===== config.mk =====
export PLATFORM = sky130hd
export DESIGN_NAME = sbox_inverse_affine_flat
export DESIGN_NICKNAME = d
export VERILOG_FILES = /design/src/rtl/sbox_inverse_affine_if.sv /design/src/rtl/sbox_inverse_affine.sv /design/src/flat_wrapper.sv
export SDC_FILE = /design/constraint.sdc
export NUM_CORES = 1
export LEC_CHECK = 0
export ABC_AREA = 0
export CAP_MARGIN = 0
export CORE_MARGIN = 1.5
export CORE_UTILIZATION = 50
export CTS_CLUSTER_SIZE = 16
export DETAILED_ROUTE_END_ITERATION = 8
export DONT_BUFFER_PORTS = 1
export GPL_TIMING_DRIVEN = 0
export PLACE_DENSITY_LB_ADDON = 0.12
export SETUP_SLACK_MARGIN = 0.1
export SLEW_MARGIN = 30
export SYNTH_ARGS = -nofsm -noshare
export SYNTH_HDL_FRONTEND = slang
export SYNTH_SLANG_ARGS = --single-unit

===== constraint.sdc =====
create_clock -name clk -period 3.7 [get_ports clk]
set_input_delay 0.925 -clock clk [delete_from_list [all_inputs] [get_ports clk]]
set_output_delay 0.925 -clock clk [all_outputs]
set_load 0.1 [all_outputs]

===== src/rtl/sbox_inverse_affine_if.sv =====
// Byte-lane handshake bundle for the sequential AES SubBytes engine.
// dec_mode exists only when SBOX_DECRYPT_EN is defined.
interface sbox_inverse_affine_if;
`ifdef SBOX_DECRYPT_EN
    logic       dec_mode;
`endif
    logic       in_valid;
    logic       in_ready;
    logic [7:0] in_byte;
    logic       out_valid;
    logic       out_ready;
    logic [7:0] out_byte;
    logic       busy;

    modport master (
`ifdef SBOX_DECRYPT_EN
        output dec_mode,
`endif
        output in_valid,
        input  in_ready,
        output in_byte,
        input  out_valid,
        output out_ready,
        input  out_byte,
        input  busy
    );

    modport slave (
`ifdef SBOX_DECRYPT_EN
        input  dec_mode,
`endif
        input  in_valid,
        output in_ready,
        input  in_byte,
        output out_valid,
        input  out_ready,
        output out_byte,
        output busy
    );
endinterface


===== src/rtl/sbox_inverse_affine.sv =====
// One-byte AES S-box: GF(2^8) inverse as x^254 (one reduced multiply per cycle),
// then the affine transform. SBOX_DECRYPT_EN adds inverse SubBytes via dec_mode.
module sbox_inverse_affine #(
    parameter logic [8:0] POLY     = 9'h11B,
    parameter logic [7:0] AFFINE_C = 8'h63
) (
    input logic                   clk,
    input logic                   rst,
    sbox_inverse_affine_if.slave  bus
);

    typedef enum logic [2:0] {
        S_IDLE,
        S_SQ,
        S_MUL,
        S_AFF,
        S_HOLD
    } state_t;

    localparam logic [3:0] LAST_OP = 4'd12;

    state_t     state_q, state_d;
    logic [7:0] x_q, x_d;
    logic [7:0] r_q, r_d;
    logic [3:0] op_cnt_q, op_cnt_d;
    logic       in_ready_q, in_ready_d;
    logic       out_valid_q, out_valid_d;
    logic [7:0] out_byte_q, out_byte_d;
    logic       busy_q, busy_d;

    logic [7:0] mul_b;
    logic [7:0] prod;
    logic [7:0] aff_byte;
    logic [7:0] capture_byte;
    logic [7:0] result_byte;

    // Carry-less 8x8 product followed by reduction modulo POLY.
    function automatic logic [7:0] gf_mul(input logic [7:0] a, input logic [7:0] b);
        logic [14:0] p;
        p = '0;
        for (int i = 0; i < 8; i++) begin
            if (b[i]) p = p ^ ({7'b0, a} << i);
        end
        for (int k = 14; k >= 8; k--) begin
            if (p[k]) p = p ^ ({6'b0, POLY} << (k - 8));
        end
        return p[7:0];
    endfunction

    // SQ squares the running power, MUL folds in the original x.
    assign mul_b = (state_q == S_MUL) ? x_q : r_q;
    assign prod  = gf_mul(r_q, mul_b);

    genvar gi;
    generate
        for (gi = 0; gi < 8; gi++) begin : g_aff
            assign aff_byte[gi] = r_q[gi] ^ r_q[(gi + 4) % 8] ^ r_q[(gi + 5) % 8]
                                ^ r_q[(gi + 6) % 8] ^ r_q[(gi + 7) % 8] ^ AFFINE_C[gi];
        end
    endgenerate

`ifdef SBOX_DECRYPT_EN
    localparam logic [7:0] INV_AFFINE_C = 8'h05;

    logic       dec_q, dec_d;
    logic [7:0] inv_aff_byte;

    // Inverse affine is applied on capture so the same x^254 chain finishes the job.
    generate
        for (gi = 0; gi < 8; gi++) begin : g_inv_aff
            assign inv_aff_byte[gi] = bus.in_byte[(gi + 2) % 8] ^ bus.in_byte[(gi + 5) % 8]
                                    ^ bus.in_byte[(gi + 7) % 8] ^ INV_AFFINE_C[gi];
        end
    endgenerate

    assign capture_byte = bus.dec_mode ? inv_aff_byte : bus.in_byte;
    assign result_byte  = dec_q ? r_q : aff_byte;
`else
    assign capture_byte = bus.in_byte;
    assign result_byte  = aff_byte;
`endif

    always_comb begin
        state_d     = state_q;
        x_d         = x_q;
        r_d         = r_q;
        op_cnt_d    = op_cnt_q;
        in_ready_d  = in_ready_q;
        out_valid_d = out_valid_q;
        out_byte_d  = out_byte_q;
        busy_d      = busy_q;
`ifdef SBOX_DECRYPT_EN
        dec_d       = dec_q;
`endif
        unique case (state_q)
            S_IDLE: begin
                if (bus.in_valid && in_ready_q) begin
                    x_d        = capture_byte;
                    r_d        = capture_byte;
                    op_cnt_d   = '0;
                    in_ready_d = 1'b0;
                    busy_d     = 1'b1;
                    state_d    = S_SQ;
`ifdef SBOX_DECRYPT_EN
                    dec_d      = bus.dec_mode;
`endif
                end
            end
            S_SQ: begin
                r_d      = prod;
                op_cnt_d = op_cnt_q + 4'd1;
                state_d  = (op_cnt_q == LAST_OP) ? S_AFF : S_MUL;
            end
            S_MUL: begin
                r_d      = prod;
                op_cnt_d = op_cnt_q + 4'd1;
                state_d  = S_SQ;
            end
            S_AFF: begin
                out_byte_d  = result_byte;
                out_valid_d = 1'b1;
                state_d     = S_HOLD;
            end
            S_HOLD: begin
                if (bus.out_ready) begin
                    out_valid_d = 1'b0;
                    in_ready_d  = 1'b1;
                    busy_d      = 1'b0;
                    state_d     = S_IDLE;
                end
            end
            default: begin
                out_valid_d = 1'b0;
                in_ready_d  = 1'b1;
                busy_d      = 1'b0;
                state_d     = S_IDLE;
            end
        endcase
    end

    always_ff @(posedge clk) begin
        if (rst) begin
            state_q     <= S_IDLE;
            x_q         <= '0;
            r_q         <= '0;
            op_cnt_q    <= '0;
            in_ready_q  <= 1'b1;
            out_valid_q <= 1'b0;
            out_byte_q  <= '0;
            busy_q      <= 1'b0;
`ifdef SBOX_DECRYPT_EN
            dec_q       <= 1'b0;
`endif
        end else begin
            state_q     <= state_d;
            x_q         <= x_d;
            r_q         <= r_d;
            op_cnt_q    <= op_cnt_d;
            in_ready_q  <= in_ready_d;
            out_valid_q <= out_valid_d;
            out_byte_q  <= out_byte_d;
            busy_q      <= busy_d;
`ifdef SBOX_DECRYPT_EN
            dec_q       <= dec_d;
`endif
        end
    end

    assign bus.in_ready  = in_ready_q;
    assign bus.out_valid = out_valid_q;
    assign bus.out_byte  = out_byte_q;
    assign bus.busy      = busy_q;

endmodule


===== src/flat_wrapper.sv =====
// flat-port wrapper written by rule: the top's interface ports become plain ports
module sbox_inverse_affine_flat 
#(
    parameter logic [8:0] POLY     = 9'h11B,
    parameter logic [7:0] AFFINE_C = 8'h63
)
  (clk, rst, bus_in_valid, bus_in_ready, bus_in_byte, bus_out_valid, bus_out_ready, bus_out_byte, bus_busy);
  sbox_inverse_affine_if bus_i ();
  input logic clk;
  input logic rst;
  input wire logic [$bits(bus_i.in_valid)-1:0] bus_in_valid;
  output wire logic [$bits(bus_i.in_ready)-1:0] bus_in_ready;
  input wire logic [$bits(bus_i.in_byte)-1:0] bus_in_byte;
  output wire logic [$bits(bus_i.out_valid)-1:0] bus_out_valid;
  input wire logic [$bits(bus_i.out_ready)-1:0] bus_out_ready;
  output wire logic [$bits(bus_i.out_byte)-1:0] bus_out_byte;
  output wire logic [$bits(bus_i.busy)-1:0] bus_busy;
  assign bus_i.in_valid = bus_in_valid;
  assign bus_in_ready = bus_i.in_ready;
  assign bus_i.in_byte = bus_in_byte;
  assign bus_out_valid = bus_i.out_valid;
  assign bus_i.out_ready = bus_out_ready;
  assign bus_out_byte = bus_i.out_byte;
  assign bus_busy = bus_i.busy;
  sbox_inverse_affine #(.POLY(POLY), .AFFINE_C(AFFINE_C)) u_core (.clk(clk), .rst(rst), .bus(bus_i));
endmodule

==> impl_metrics.csv, run 1 <==
group,metric,value,unit
synthesis,ys_dominant_reg_cell,"sky130_fd_sc_hd__dfxtp_1",
floorplanning,die_width,80.4,um
floorplanning,rows,28,
clock_tree,post_cts_resized,0,
synthesis,netlist_top_cells_area,"sky130_fd_sc_hd__dfxtp_1, sky130_fd_sc_hd__xnor2_1, sky130_fd_sc_hd__nand2_1, sky130_fd_sc_hd__xor2_1, sky130_fd_sc_hd__a21oi_1",
place,place.port_buffers,0,
sta,fin_ws,0.751,ns
clock_tree,clock-sinks,34,
sta,timing.setup.tns,0,ns
sta,finalHoldViolCount,0,
synthesis,synthesis.nets,415,
clock_tree,cts_root_buffer,"sky130_fd_sc_hd__clkbuf_8",
sta,post-route-min-period,2.95,ns
global_routing,total_overflow_reported_by_the_global_router,0,
pwr,p_leak,1.06,nW
cells_and_area,design.final.nets,422,
floorplanning,io_pins,23,
global_routing,largest_net_degree_at_the_start_of_global_routing,11,
global_routing,first_pass_grt_wire_length,13.4,mm
floorplanning,initial_utilization,51.2,%
critical_path,critical_path_class,"reg -> reg",
floorplanning,die_y,80.4,um
global_routing,antenna_violations_before_repair,0,
drt,post_drt_wl_per_cell,17.4,um
clock_tree,num_cts_buffers,5,
clock_tree,clock_latency_of_the_later_clocked_register_in_the_worst_skew_pair,0.29,ns
synthesis,syn-instance-count,401,
synthesis,yosysWarningCount,0,
drt,drt_pass1_iterations,5,
cells_and_area,area_growth_syn_to_layout,6.18,%
critical_path,kind_of_launch_point_of_the_worst_setup_path,"register",
synthesis,netlist_area,2990,sq um
clock_tree,number_of_setup_buffers_added_after_cts,0,
place,gp_congestion,0.888,
sta,clock-skew-final,0.00573,ns
floorplanning,die-area,6460,sq um
critical_path,worst_ep_required_time,3.85,ns
flow_run,cap_viol_max_count,0,
clock_tree,cts-root-to-sink-buffers,2,
cells_and_area,antennaDiodeCount,0,
drt,vias,2842,
sta,timing.final.setup_violations,0,
drt,via_per_inst,5.87,
synthesis,post-synth-top-area-cell,"sky130_fd_sc_hd__dfxtp_1",
cells_and_area,finalCoreUtilization,54.3,%
drt,first_iteration_detailed_routing_drc_count,208,
sta,drv_slew,0,
critical_path,data_arrival_at_the_endpoint_of_the_critical_path,3.09,ns
sta,finalCritPeriodShare,79.7,%
cells_and_area,layout.cells.non_filler,484,
global_routing,first_global_vias,2633,
synthesis,synth_largest_type_area_fraction,22.7,%
cells_and_area,layout-drive-gt1-share,8.80,%
sta,worst_slew_margin_rel,33.2,%
place,placedCellCount,476,
floorplanning,placeableCoreArea,5850,sq um
clock_tree,tritoncts,"built",
synthesis,synth_edf_count,0,
drt,antenna_violating_nets_left,0,
sta,unrepaired_setup_endpoints_after_global_routing,"no",
clock_tree,total_number_of_h_tree_levels,2,
global_routing,globalRouteTotalUtil,27.4,%
synthesis,postSynthAreaPerCell,7.47,sq um
synthesis,synth.lib_cells_used.distinct,54,
synthesis,synth-seq-cells,34,
sta,max_clock_freq,0.339,GHz
sta,max_slew.worst_pin.slew,1.00,ns
clock_tree,clk_pin_slew_worst_paths,0.07,ns
clock_tree,cts_hold_buf,0,
status,outcome,"complete, no violations",
critical_path,setup.worst_path.end_class,"register",
place,dpl_worst_slack,0.763,ns
synthesis,synth-seq-area-share,22.7,%
synthesis,postSynth.asyncResetShare,0,%
critical_path,worstPathMaxFanout,10,
place,hpwl,5.99,mm
pwr,power_density,785,nW/um^2
drt,remaining_drc_errors,0,
drt,finalWirelength,8.40,mm
hold_path,min_path_type,"reg -> reg",
pwr,vdd_drop_max,457,uV
-- state kept, by name, summed over array words and instances, names as in the netlist --
register              flops
u_core.x_q                8
u_core.bus.out_byte       8
u_core.op_cnt_q           4
u_core.bus.in_ready       1
u_core.state_q            3
u_core.r_q                8
u_core.bus.busy           1
u_core.bus.out_valid      1
-- metrics by stage --
step	total power [mW]	hold slack, ns	instance area, sq um
finish	2.50	0.488	3180
global route	2.66	0.535	3180
CTS	2.48	0.484	3180
detailed placement	2.18	0.472	3090
global placement	2.18	0.463	3090
floorplan	1.86	0.447	2990
-- where the power goes --
part	switching, mW	leakage (nW)	internal, mW
logic	0.961	0.732	0.673
clock network	0.136	0.0482	0.150
registers	0.139	0.278	0.437
-- cell usage in the layout (no fill, tap or decap), types with 6 or more instances in the layout --
cell type,instances
sky130_fd_sc_hd__a211oi_1,9
sky130_fd_sc_hd__a21oi_1,28
sky130_fd_sc_hd__buf_2,11
sky130_fd_sc_hd__clkbuf_1,20
sky130_fd_sc_hd__clkbuf_8,6
sky130_fd_sc_hd__dfxtp_1,34
sky130_fd_sc_hd__mux2i_1,7
sky130_fd_sc_hd__nand2_1,91
sky130_fd_sc_hd__nand3_1,7
sky130_fd_sc_hd__nor2_1,25
sky130_fd_sc_hd__nor3_1,8
sky130_fd_sc_hd__o21ai_0,16
sky130_fd_sc_hd__xnor2_1,50
sky130_fd_sc_hd__xor2_1,22
-- layer usage --
layer / part of all wire, % / wire length, um / up-vias / global-route usage [%]
met5: 0 / 0 / - / 0
met4: 1.5 / 130 / 0 / 8.10
met3: 7.3 / 613 / 18 / 3.86
met2: 47 / 3990 / 128 / 44.4
met1: 44 / 3670 / 1323 / 37.7
li1: - / - / 1373 / -
-- cells by family after synthesis --
logic type / share of synthesized area, %
flops: 22.7
xor+xnor: 25.2
mux: 3.09
compound gates: 19.5
fa+ha+maj: 0.836
buf+inv: 7.23
simple gates: 21.4
-- worst paths after layout --
| check | from | to | slack, ns | cells past startpoint |
|---|---|---|---|---|
| max reg2reg | u_core.bus.in_ready$_SDFFE_PP1P_ | u_core.r_q[4]$_SDFFE_PP0P_ | 0.75 | 6 |
| min reg2reg | u_core.op_cnt_q[3]$_SDFFE_PP0P_ | u_core.op_cnt_q[3]$_SDFFE_PP0P_ | 0.49 | 1 |
| min | u_core.op_cnt_q[3]$_SDFFE_PP0P_ | u_core.op_cnt_q[3]$_SDFFE_PP0P_ | 0.49 | 1 |
| max | u_core.bus.in_ready$_SDFFE_PP1P_ | u_core.r_q[4]$_SDFFE_PP0P_ | 0.75 | 6 |
-- layout make-up --
class / instances / area (sq um)
Buffer: 39 / 201
Clock buffer: 7 / 86.3
Clock inverter: 1 / 5.00
Fill cell: 577 / 2670
Inverter: 4 / 15.0
Multi-Input combinational cell: 324 / 2100
Sequential cell: 34 / 681
Tap cell: 75 / 93.8
-- Yosys cell counts (all sizes together), types with 2 or more instances --
cell and n:
xor2 24, clkbuf 19, nor3b 3, nor2 25, nand2 91, ha 2, a311oi 3, xnor2 50
o21a 4, or3 2, a21oi 29, nand3 7, xnor3 4, o221ai 4, dfxtp 34, buf 20
o22ai 2, a31oi 3, nand4 3, inv 3, a211oi 10, a22oi 4, nor3 8, mux2i 7
nand3b 2, and3 2, o21ai 17, o311ai 2, a211o 4
-- worst max-delay path: stages, from the launching register on --
cell and delay [ns]:
sky130_fd_sc_hd__dfxtp_1 0.97, sky130_fd_sc_hd__a211oi_1 0.20, sky130_fd_sc_hd__a211oi_1 0.75, sky130_fd_sc_hd__o21ai_0 0.25
sky130_fd_sc_hd__clkbuf_1 0.34, sky130_fd_sc_hd__o22ai_1 0.23, sky130_fd_sc_hd__a211oi_2 0.06
Power figures use the tool's default switching activity.
==> inputs of run 2 (changes only) <==
- clock period: 3.7 -> 2.55 ns (I/O delays scaled with it)
==> run 2 against run 1 <==
Compared with the run above:
- final cell count rose by 2.9%
- sequential share of layout area fell by 1.9 points
- combinational power rose by 72%
- core utilization rose by 6.1 points
- wire length rose by 5.1%
- worst hold slack got worse by 0.0015 ns
- clock skew fell by 0.0016 ns
- largest cell class unchanged
==> impl_metrics.csv, run 2 (same netlist as run 1, synthesis figures left out) <==
group,metric,value,unit
critical_path,worst_ep_required_time,2.70,ns
cells_and_area,layout-drive-gt1-share,21.0,%
drt,antenna_violating_nets_left,0,
sta,clock-skew-final,0.00414,ns
floorplanning,die_width,80.4,um
clock_tree,num_cts_buffers,5,
pwr,seqPwrFrac,20.8,%
critical_path,rrSetupSlack,0.18,ns
drt,first_iteration_detailed_routing_drc_count,329,
critical_path,critical_path.reg2reg.startpoint,"u_core.x_q[7]$_SDFFE_PP0P_",
sta,post-route-min-period,2.37,ns
clock_tree,clk_pin_slew_worst_paths,0.07,ns
sta,max_clock_freq,0.423,GHz
cells_and_area,mostFrequentLayoutCell,"sky130_fd_sc_hd__nand2_1",
pwr,internal-power,2.13,mW
place,gp_congestion,0.888,
clock_tree,cts-root-to-sink-buffers,2,
place,placedCellCount,476,
sta,unrepaired_setup_endpoints_after_global_routing,"yes",
floorplanning,die_y,80.4,um
clock_tree,cts_root_buffer,"sky130_fd_sc_hd__clkbuf_8",
pwr,switching_power,1.95,mW
global_routing,first_pass_grt_wire_length,13.6,mm
critical_path,worstPathMaxFanout,10,
drt,vias,2917,
drt,post_drt_wl_per_cell,17.7,um
global_routing,largest_net_degree_at_the_start_of_global_routing,11,
sta,worst_slew_margin_rel,33.3,%
drt,finalWirelength,8.83,mm
cells_and_area,fill_cells,538,
clock_tree,clock-sinks,34,
pwr,vdd_drop_max,662,uV
hold_path,holdCritStartpoint,"u_core.op_cnt_q[3]$_SDFFE_PP0P_",
place,place.port_buffers,0,
drt,remaining_drc_errors,0,
critical_path,kind_of_launch_point_of_the_worst_setup_path,"register",
hold_path,min_path_type,"reg -> reg",
cells_and_area,sequential_cell_area,691,sq um
cells_and_area,layout_common_cells,"sky130_fd_sc_hd__nand2_1, sky130_fd_sc_hd__xnor2_1, sky130_fd_sc_hd__dfxtp_1",
cells_and_area,antennaDiodeCount,0,
sta,max_slew.worst_pin.slew,1.00,ns
cells_and_area,design.final.nets,436,
critical_path,critical_path_class,"reg -> reg",
clock_tree,clock_latency_of_the_later_clocked_register_in_the_worst_skew_pair,0.29,ns
critical_path,setup.worst_path.end_class,"register",
global_routing,first_global_vias,2701,
global_routing,antenna_violations_before_repair,0,
place,hpwl,5.99,mm
floorplanning,placeableCoreArea,5850,sq um
sta,finalCritPeriodShare,92.8,%
clock_tree,tritoncts,"built",
global_routing,globalRouteTotalUtil,27.9,%
sta,timing.final.setup_violations,0,
critical_path,data_arrival_at_the_endpoint_of_the_critical_path,2.52,ns
cells_and_area,layout.cells.non_filler,498,
cells_and_area,area_growth_syn_to_layout,18.1,%
drt,via_per_inst,5.86,
hold_path,worst_hold_path.num_cells,1,
floorplanning,initial_utilization,51.2,%
sta,finalHoldViolCount,0,
hold_path,timing.hold.worst_endpoint,"u_core.op_cnt_q[3]$_SDFFE_PP0P_",
floorplanning,io_pins,23,
critical_path,ff2ff_path_depth,10,
pwr,fin_total_pwr,4.07,mW
status,outcome,"complete, no violations",
pwr,power_density,1150,nW/um^2
critical_path,reg2reg_to,"u_core.r_q[3]$_SDFFE_PP0P_",
flow_run,cap_viol_max_count,0,
pwr,share_of_total_power_consumed_by_net_switching,47.8,%
pwr,p_leak,1.24,nW
global_routing,total_overflow_reported_by_the_global_router,0,
sta,drv_slew,0,
floorplanning,die-area,6460,sq um
pwr,p_comb_share,69.0,%
pwr,power_frac_clock,10.2,%
cells_and_area,area_of_the_multi_input_gates,2260,sq um
drt,drt_pass1_iterations,5,
floorplanning,rows,28,
clock_tree,total_number_of_h_tree_levels,2,
-- run 2: cell count changes in the layout (fill, tap and decap cells not counted), sizes merged --
cell	delta
buf	+9
clkbuf	+5
clkinv	-1
inv	+1
-- run 2: what timing repair did --
action                                  CTS  global route
endpoints found under the setup margin   21            16
buffers inserted                          6             8
hold buffers                              0             0
resized for setup                        15            68
pin swaps                                 3            13
-- run 2: how the worst max path moves through the flow --
stage | startpoint | to | cells past startpoint
2_1_floorplan | u_core.bus.in_ready$_SDFFE_PP1P_ | u_core.r_q[4]$_SDFFE_PP0P_ | 6
3_3_place_gp | u_core.bus.in_ready$_SDFFE_PP1P_ | u_core.r_q[4]$_SDFFE_PP0P_ | 6
3_5_place_dp | u_core.bus.in_ready$_SDFFE_PP1P_ | u_core.r_q[4]$_SDFFE_PP0P_ | 6
4_1_cts | u_core.x_q[5]$_SDFFE_PP0P_ | u_core.r_q[4]$_SDFFE_PP0P_ | 11
5_1_grt | u_core.r_q[6]$_SDFFE_PP0P_ | u_core.r_q[3]$_SDFFE_PP0P_ | 10
6_report | u_core.x_q[7]$_SDFFE_PP0P_ | u_core.r_q[3]$_SDFFE_PP0P_ | 10
-- run 2: critical path, stage by stage (launching register included) --
cell	delay, ns
sky130_fd_sc_hd__dfxtp_1	0.38
sky130_fd_sc_hd__buf_6	0.17
sky130_fd_sc_hd__nand2_1	0.07
sky130_fd_sc_hd__xnor2_1	0.27
sky130_fd_sc_hd__xnor3_1	0.42
sky130_fd_sc_hd__o31ai_2	0.22
sky130_fd_sc_hd__a21oi_2	0.11
sky130_fd_sc_hd__xor2_1	0.20
sky130_fd_sc_hd__xnor3_1	0.24
sky130_fd_sc_hd__nand2_1	0.08
sky130_fd_sc_hd__a31oi_1	0.08
-- run 2: through the flow --
step                utilization (%)  instance area (sq um)  hold slack [ns]  setup TNS (ns)  setup slack, ns
global route                   60.4                   3540            0.499               0           0.0668
finish                         60.4                   3540            0.486               0            0.184
CTS                            55.9                   3270            0.483               0            0.101
detailed placement             52.8                   3090            0.472           -3.66           -0.387
global placement               52.8                   3090            0.463           -3.23           -0.339
floorplan                         -                   2990            0.447               0            0.177
-- run 2: cell type report --
type	count	area share, %
inverter	4	0.495
sequential	34	19.5
buffer	39	7.50
clock inverter	1	0.142
clock buffer	7	2.44
multi-input combinational	324	63.9
tap	75	2.65
timing repair buffer	14	3.29
-- run 2: metal layers --
metal | part of all wire, % | routed length, um | track usage [%] | vias up
met5 | 0 | 0 | 0 | -
met4 | 1.3 | 114 | 9.48 | 0
met3 | 6.4 | 567 | 4.09 | 12
met2 | 49 | 4330 | 45.2 | 114
met1 | 43 | 3820 | 37.8 | 1400
li1 | - | - | - | 1391
-- run 2: power groups by stage --
| stage | Sequential, mW | Clock [mW] | Combinational, mW |
|---|---|---|---|
| 2_1_floorplan | 0.817 | 0 | 1.88 |
| 5_1_grt | 0.860 | 0.436 | 3.04 |
| 6_report | 0.847 | 0.416 | 2.81 |
| 3_3_place_gp | 0.846 | 0 | 2.32 |
| 3_5_place_dp | 0.846 | 0 | 2.32 |
| 4_1_cts | 0.836 | 0.417 | 2.43 |
